[config.mk]
export PLATFORM = sky130hd
export DESIGN_NAME = divider_s_18bits_9bits_sequential_flat
export DESIGN_NICKNAME = d
export VERILOG_FILES = /design/src/rtl/divider_s_18bits_9bits_sequential_pkg.sv /design/src/rtl/divider_s_18bits_9bits_sequential_if.sv /design/src/rtl/divider_s_18bits_9bits_sequential_restoring_step.sv /design/src/rtl/divider_s_18bits_9bits_sequential.sv /design/src/flat_wrapper.sv
export SDC_FILE = /design/constraint.sdc
export NUM_CORES = 1
export LEC_CHECK = 0
export BUFFER_PORTS_ARGS = -buffer_cell sky130_fd_sc_hd__buf_2
export CORE_AREA = 2 2 98 100
export DETAILED_ROUTE_END_ITERATION = 10
export DIE_AREA = 0 0 100 102
export PLACE_DENSITY = 0.75
export SYNTH_ARGS = -nofsm -noshare
export SYNTH_HDL_FRONTEND = slang
export SYNTH_SLANG_ARGS = --single-unit
export TNS_END_PERCENT = 5
[constraint.sdc]
create_clock -name clk -period 4.2 [get_ports clk]
set_input_delay 0.42 -clock clk [delete_from_list [all_inputs] [get_ports clk]]
set_output_delay 0.42 -clock clk [all_outputs]
set_load 0.01 [all_outputs]
[src/rtl/divider_s_18bits_9bits_sequential_pkg.sv]
// Shared widths and FSM encoding for the sequential 18/9 sign-selectable divider.
package divider_pkg;

  localparam int A_chop_size = 18;                  // dividend / quotient width, iteration count
  localparam int B_chop_size = 9;                   // divisor width
  localparam int rem_width   = B_chop_size + 1;     // remainder width
  localparam int cnt_width   = $clog2(A_chop_size); // step counter width

  typedef enum logic [1:0] {
    IDLE = 2'd0,
    DIV  = 2'd1,
    FIX  = 2'd2,
    DONE = 2'd3
  } div_state_e;

endpackage

[src/rtl/divider_s_18bits_9bits_sequential_if.sv]
// Operand / result handshake bundle between a requester and the divider.
interface divider_s_18bits_9bits_sequential_if;
  import divider_pkg::*;

  logic                   in_valid;
  logic                   in_ready;
  logic [A_chop_size-1:0] a;
  logic [B_chop_size-1:0] b;
  logic                   a_sign;
  logic                   b_sign;
  logic                   out_valid;
  logic                   out_ready;
  logic [A_chop_size-1:0] q;
  logic [rem_width-1:0]   r;
  logic                   div_zero;
  logic                   overflow;

  // Requester side: presents operands, consumes results.
  modport master (
    output in_valid, a, b, a_sign, b_sign, out_ready,
    input  in_ready, out_valid, q, r, div_zero, overflow
  );

  // Divider side.
  modport slave (
    input  in_valid, a, b, a_sign, b_sign, out_ready,
    output in_ready, out_valid, q, r, div_zero, overflow
  );

endinterface

[src/rtl/divider_s_18bits_9bits_sequential_restoring_step.sv]
// One combinational restoring-division step: shift in a dividend bit,
// trial-subtract the divisor magnitude, keep the difference when it fits.
module divider_restoring_step
  import divider_pkg::*;
(
  input  logic [rem_width-1:0]   rem_i,
  input  logic                   bit_i,
  input  logic [B_chop_size-1:0] b_mag_i,
  output logic [rem_width-1:0]   rem_o,
  output logic                   q_bit_o
);

  logic [rem_width:0] shifted;
  logic [rem_width:0] b_ext;

  // Trial subtraction; the incoming remainder is always below |B|, so the
  // kept result fits back into rem_width bits.
  always_comb begin
    shifted = {rem_i, bit_i};
    b_ext   = {2'b00, b_mag_i};
    q_bit_o = (shifted >= b_ext);
    rem_o   = q_bit_o ? rem_width'(shifted - b_ext) : rem_width'(shifted);
  end

endmodule

[src/rtl/divider_s_18bits_9bits_sequential.sv]
// Iterative sign-selectable divider: 18-bit dividend / 9-bit divisor,
// one quotient bit per clock, quotient truncated toward zero.
module divider_s_18bits_9bits_sequential
  import divider_pkg::*;
(
  input logic clk,
  input logic reset,
  divider_s_18bits_9bits_sequential_if.slave bus
);

  localparam logic [A_chop_size-1:0] q_half = {1'b1, {(A_chop_size-1){1'b0}}};

  div_state_e             state_q, state_d;
  logic [A_chop_size-1:0] a_mag_q;     // dividend bits, refilled with quotient bits as they retire
  logic [B_chop_size-1:0] b_mag_q;
  logic [rem_width-1:0]   rem_q;
  logic [cnt_width-1:0]   count_q;
  logic                   neg_quo_q;
  logic                   neg_rem_q;
  logic                   signed_q;
  logic [A_chop_size-1:0] q_q;
  logic [rem_width-1:0]   r_q;
  logic                   div_zero_q;
  logic                   overflow_q;
  logic                   out_valid_q;

  logic                   accept;
  logic                   b_zero;
  logic                   a_neg;
  logic                   b_neg;
  logic [rem_width-1:0]   rem_next;
  logic                   q_bit;

  assign accept = bus.in_valid && (state_q == IDLE);
  assign b_zero = (bus.b == '0);
  assign a_neg  = bus.a[A_chop_size-1] & bus.a_sign;
  assign b_neg  = bus.b[B_chop_size-1] & bus.b_sign;

  divider_restoring_step u_step (
    .rem_i   (rem_q),
    .bit_i   (a_mag_q[A_chop_size-1]),
    .b_mag_i (b_mag_q),
    .rem_o   (rem_next),
    .q_bit_o (q_bit)
  );

  // FSM state register.
  always_ff @(posedge clk or negedge reset) begin
    // NOTE: non-blocking assignments in clocked blocks so every flop samples pre-edge values.
    if (!reset) state_q <= IDLE;
    else        state_q <= state_d;
  end

  // Next-state decode.
  always_comb begin
    // NOTE: default assignment first so no path through the case infers a latch.
    state_d = state_q;
    unique case (state_q)
      IDLE: if (accept)              state_d = b_zero ? DONE : DIV;
      DIV:  if (count_q == '0)       state_d = FIX;
      FIX:                           state_d = DONE;
      DONE: if (bus.out_ready)       state_d = IDLE;
      default:                       state_d = IDLE;
    endcase
  end

  // Operand capture, restoring iteration, sign fix-up and result registers.
  always_ff @(posedge clk or negedge reset) begin
    // NOTE: the whole datapath is reset so a mid-operation reset leaves no stale result visible.
    if (!reset) begin
      a_mag_q     <= '0;
      b_mag_q     <= '0;
      rem_q       <= '0;
      count_q     <= '0;
      neg_quo_q   <= 1'b0;
      neg_rem_q   <= 1'b0;
      signed_q    <= 1'b0;
      q_q         <= '0;
      r_q         <= '0;
      div_zero_q  <= 1'b0;
      overflow_q  <= 1'b0;
      out_valid_q <= 1'b0;
    end else begin
      unique case (state_q)
        IDLE: if (accept) begin
          a_mag_q   <= a_neg ? -bus.a : bus.a;
          b_mag_q   <= b_neg ? -bus.b : bus.b;
          rem_q     <= '0;
          count_q   <= cnt_width'(A_chop_size - 1);
          neg_quo_q <= a_neg ^ b_neg;
          neg_rem_q <= a_neg;
          signed_q  <= bus.a_sign | bus.b_sign;
          if (b_zero) begin
            q_q         <= '1;
            r_q         <= bus.a[rem_width-1:0];
            div_zero_q  <= 1'b1;
            overflow_q  <= 1'b0;
            out_valid_q <= 1'b1;
          end
        end
        DIV: begin
          a_mag_q <= {a_mag_q[A_chop_size-2:0], q_bit};
          rem_q   <= rem_next;
          count_q <= count_q - cnt_width'(1);
        end
        FIX: begin
          q_q         <= neg_quo_q ? -a_mag_q : a_mag_q;
          r_q         <= neg_rem_q ? -rem_q : rem_q;
          div_zero_q  <= 1'b0;
          overflow_q  <= signed_q && ((neg_quo_q && (a_mag_q > q_half)) ||
                                      (!neg_quo_q && (a_mag_q >= q_half)));
          out_valid_q <= 1'b1;
        end
        DONE: if (bus.out_ready) out_valid_q <= 1'b0;
        default: ;
      endcase
    end
  end

  assign bus.in_ready  = (state_q == IDLE);
  assign bus.out_valid = out_valid_q;
  assign bus.q         = q_q;
  assign bus.r         = r_q;
  assign bus.div_zero  = div_zero_q;
  assign bus.overflow  = overflow_q;

endmodule

[src/flat_wrapper.sv]
// flat-port wrapper written by rule: the top's interface ports become plain ports
module divider_s_18bits_9bits_sequential_flat import divider_pkg::*;
  (clk, reset, bus_in_valid, bus_a, bus_b, bus_a_sign, bus_b_sign, bus_out_ready, bus_in_ready, bus_out_valid, bus_q, bus_r, bus_div_zero, bus_overflow);
  divider_s_18bits_9bits_sequential_if bus_i ();
  input logic clk;
  input logic reset;
  input wire logic [$bits(bus_i.in_valid)-1:0] bus_in_valid;
  input wire logic [$bits(bus_i.a)-1:0] bus_a;
  input wire logic [$bits(bus_i.b)-1:0] bus_b;
  input wire logic [$bits(bus_i.a_sign)-1:0] bus_a_sign;
  input wire logic [$bits(bus_i.b_sign)-1:0] bus_b_sign;
  input wire logic [$bits(bus_i.out_ready)-1:0] bus_out_ready;
  output wire logic [$bits(bus_i.in_ready)-1:0] bus_in_ready;
  output wire logic [$bits(bus_i.out_valid)-1:0] bus_out_valid;
  output wire logic [$bits(bus_i.q)-1:0] bus_q;
  output wire logic [$bits(bus_i.r)-1:0] bus_r;
  output wire logic [$bits(bus_i.div_zero)-1:0] bus_div_zero;
  output wire logic [$bits(bus_i.overflow)-1:0] bus_overflow;
  assign bus_i.in_valid = bus_in_valid;
  assign bus_i.a = bus_a;
  assign bus_i.b = bus_b;
  assign bus_i.a_sign = bus_a_sign;
  assign bus_i.b_sign = bus_b_sign;
  assign bus_i.out_ready = bus_out_ready;
  assign bus_in_ready = bus_i.in_ready;
  assign bus_out_valid = bus_i.out_valid;
  assign bus_q = bus_i.q;
  assign bus_r = bus_i.r;
  assign bus_div_zero = bus_i.div_zero;
  assign bus_overflow = bus_i.overflow;
  divider_s_18bits_9bits_sequential u_core (.clk(clk), .reset(reset), .bus(bus_i));
endmodule
==> metrics.txt <==
wire length on met2=5.40 mm; Max Cap Viol=0; routed via count=4208; Setup WS pre-CTS=1.52 ns; Worst R2R End=u_core.a_mag_q[11]; DP Cell Count=711; RSZ-0062 raised after global routing=false; Post-CTS Hold Fix Bufs=0; routed length per instance=15.6 um; Ports=65; DP HPWL=8.35 mm; start of the worst register-to-register path=u_core.state_q[1]; CTS tree=yes; r2r setup slk=1.68 ns; period utilization=60.0%; CTS clk-pin slew, worst paths=0.09 ns; Ant. Diodes=0; Detailed Routing Iterations Pass 1=5; top sig layer=met4; Setup TNS Final=0 ns; placer congestion estimate=0.858; Port Buffers=64; top post-synthesis cells by area=dfrtp_1, a21oi_1, xor2_1; Worst Setup SP=u_core.state_q[1]; register area share after synthesis=40.1%; largest net degree at the start of global routing=79; fin crit period=2.52 ns; Peak Freq=397 MHz; Synth Register Bits=78; Root Buffer=clkbuf_8; Clock Path Buffers=2; Routed met3 length=598 um; DRC errors left=0; CTS resizes=0; post-synthesis cell count=558; Final WS setup=1.68 ns; CP Launch Type=flip-flop; Static Leak=2.45 nW; core region area=9110 sq um; Worst Hold Class=input pin to async pin; H-tree depth=3; GR Util All Layers=23.8%; element type at the critical path end=flip-flop; Setup Buffers After CTS=0; max_slew headroom=25.4%; Cell variety after synth=53; final setup vio count=0; status=completed; Finished Layout Cells=727; Final nets=665; critical path peak fanout=25; Die X-Extent=100 um; Clock Skew=0.0109 ns; WS Path Type=flip-flop to flip-flop; initial core utilization=53.4%; Met1 Wirelength=5.07 mm; initial antenna violation count=0; TritonCTS buffer count=9; Synth Area per Inst=8.72 sq um; num rows=35; vias in the first global route=4002; synthesis-to-layout area growth=13.0%; share of layout cells above drive strength 1=16.1%; top-area cell type share of the netlist area=40.1%; Final Hold Vio Count=0; CTS sink count=78; Final Max Slew Viols=0; Syn Std Cell Area=4870 sq um; WP data arrival=2.82 ns; total grt overflow=0; Synth area leader=dfrtp_1; via/cell ratio=5.79; clk_lat worst skew=0.36 ns; total routed wirelength=11.4 mm; commonest non-fill, non-tap cell in the layout=dfrtp_1; Crit path required time=4.51 ns; Worst-Margin Slew=1.12 ns; antenna viol nets, final=0; die area=10200 sq um; synth warn=0; Iter 0 DRT Violations=217; Die Y=102 um; PwrDens=751 nW/um^2; first-pass GRT wire length=19.3 mm; most frequent cells in the layout=dfrtp_1, buf_2, nor2_1; worst vdd ir=0.000310 V; Syn Nets=612; R2R cell count=6
[Yosys cell counts, drive strengths merged]
cell type  count
o211ai         1
o311ai         1
o21a           3
a31oi         10
nand3         12
nand4          3
mux2i         11
nor2b          6
o21bai         1
or4            6
a21o           6
nand2         51
o31a           1
nor3b          1
dfrtp         78
buf            2
nor3          14
o31ai         11
nor2          56
nand2b         6
ha            20
a311o          1
o211a          1
a21boi         1
a21oi         54
mux2           1
xnor2         24
a32oi          4
xor2          29
fa             1
clkbuf        24
and2           1
a211o          2
o41ai          3
o22ai          5
a222oi         1
inv           32
a211oi         2
o21ai         54
nand3b         3
or3            4
a221oi         1
and3           3
nor4           6
or3b           1
[per-stage QoR]
step / power [mW] / hold WS, ns / utilization, % / cell area, sq um
floorplan: 2.91 / 0.124 / - / 4870
global route: 4.51 / 0.300 / 60.4 / 5500
finish: 4.13 / 0.204 / 60.4 / 5500
CTS: 4.14 / 0.240 / 60.4 / 5500
global placement: 3.40 / 0.467 / 57.8 / 5270
detailed placement: 3.47 / 0.472 / 57.8 / 5270
[cell type report]
cell class,instances,area [sq um]
timing repair buffer,68,353
inverter,32,120
multi-input combinational,422,2710
tap,111,139
fill,819,3610
clock buffer,10,138
sequential,78,1950
clock inverter,6,93.8
[how the worst max path moves through the flow]
stage                               end  slack, ns
global route         u_core.a_mag_q[11]       1.40
finish               u_core.a_mag_q[11]       1.68
CTS                  u_core.a_mag_q[11]       1.71
floorplan              u_core.bus.q[11]       1.89
detailed placement  u_core.bus.overflow       1.52
global placement    u_core.bus.overflow       1.61
[routing by layer]
metal  GRT usage, %  vias to the layer above
li1               -                     2062
met1           31.8                     1983
met2           39.4                      139
met3           3.21                       24
met4           10.1                        0
met5              0                        -
[worst max-delay path: stages, from the launching register on]
cell	delay [ns]
dfrtp_1	0.42
inv_1	0.09
ha_1	0.44
nand2_1	0.57
nor2_1	0.65
a222oi_1	0.18
inv_1	0.09
[power breakdown]
| part | switching [mW] | total, mW | internal, mW |
|---|---|---|---|
| Clock | 0.302 | 0.657 | 0.355 |
| Combinational | 1.24 | 2.07 | 0.834 |
| Sequential | 0.338 | 1.40 | 1.07 |
| Total | 1.88 | 4.13 | 2.25 |
[state kept, by name (all words and copies together) (netlist names)]
name                  count
u_core.a_mag_q           18
u_core.bus.q             18
u_core.bus.r             10
u_core.rem_q             10
u_core.b_mag_q            9
u_core.count_q            5
u_core.state_q            2
u_core.bus.div_zero       1
u_core.bus.out_valid      1
u_core.bus.overflow       1
u_core.neg_quo_q          1
u_core.neg_rem_q          1
u_core.signed_q           1
[cells by family after synthesis]
group / Yosys count / share of synthesized area (%)
fa+ha+maj: 21 / 5.55
flops: 78 / 40.1
mux: 12 / 2.49
simple gates: 173 / 17.3
buf+inv: 58 / 4.50
xor+xnor: 53 / 9.53
compound gates: 163 / 20.6
Power figures use the tool's default switching activity.
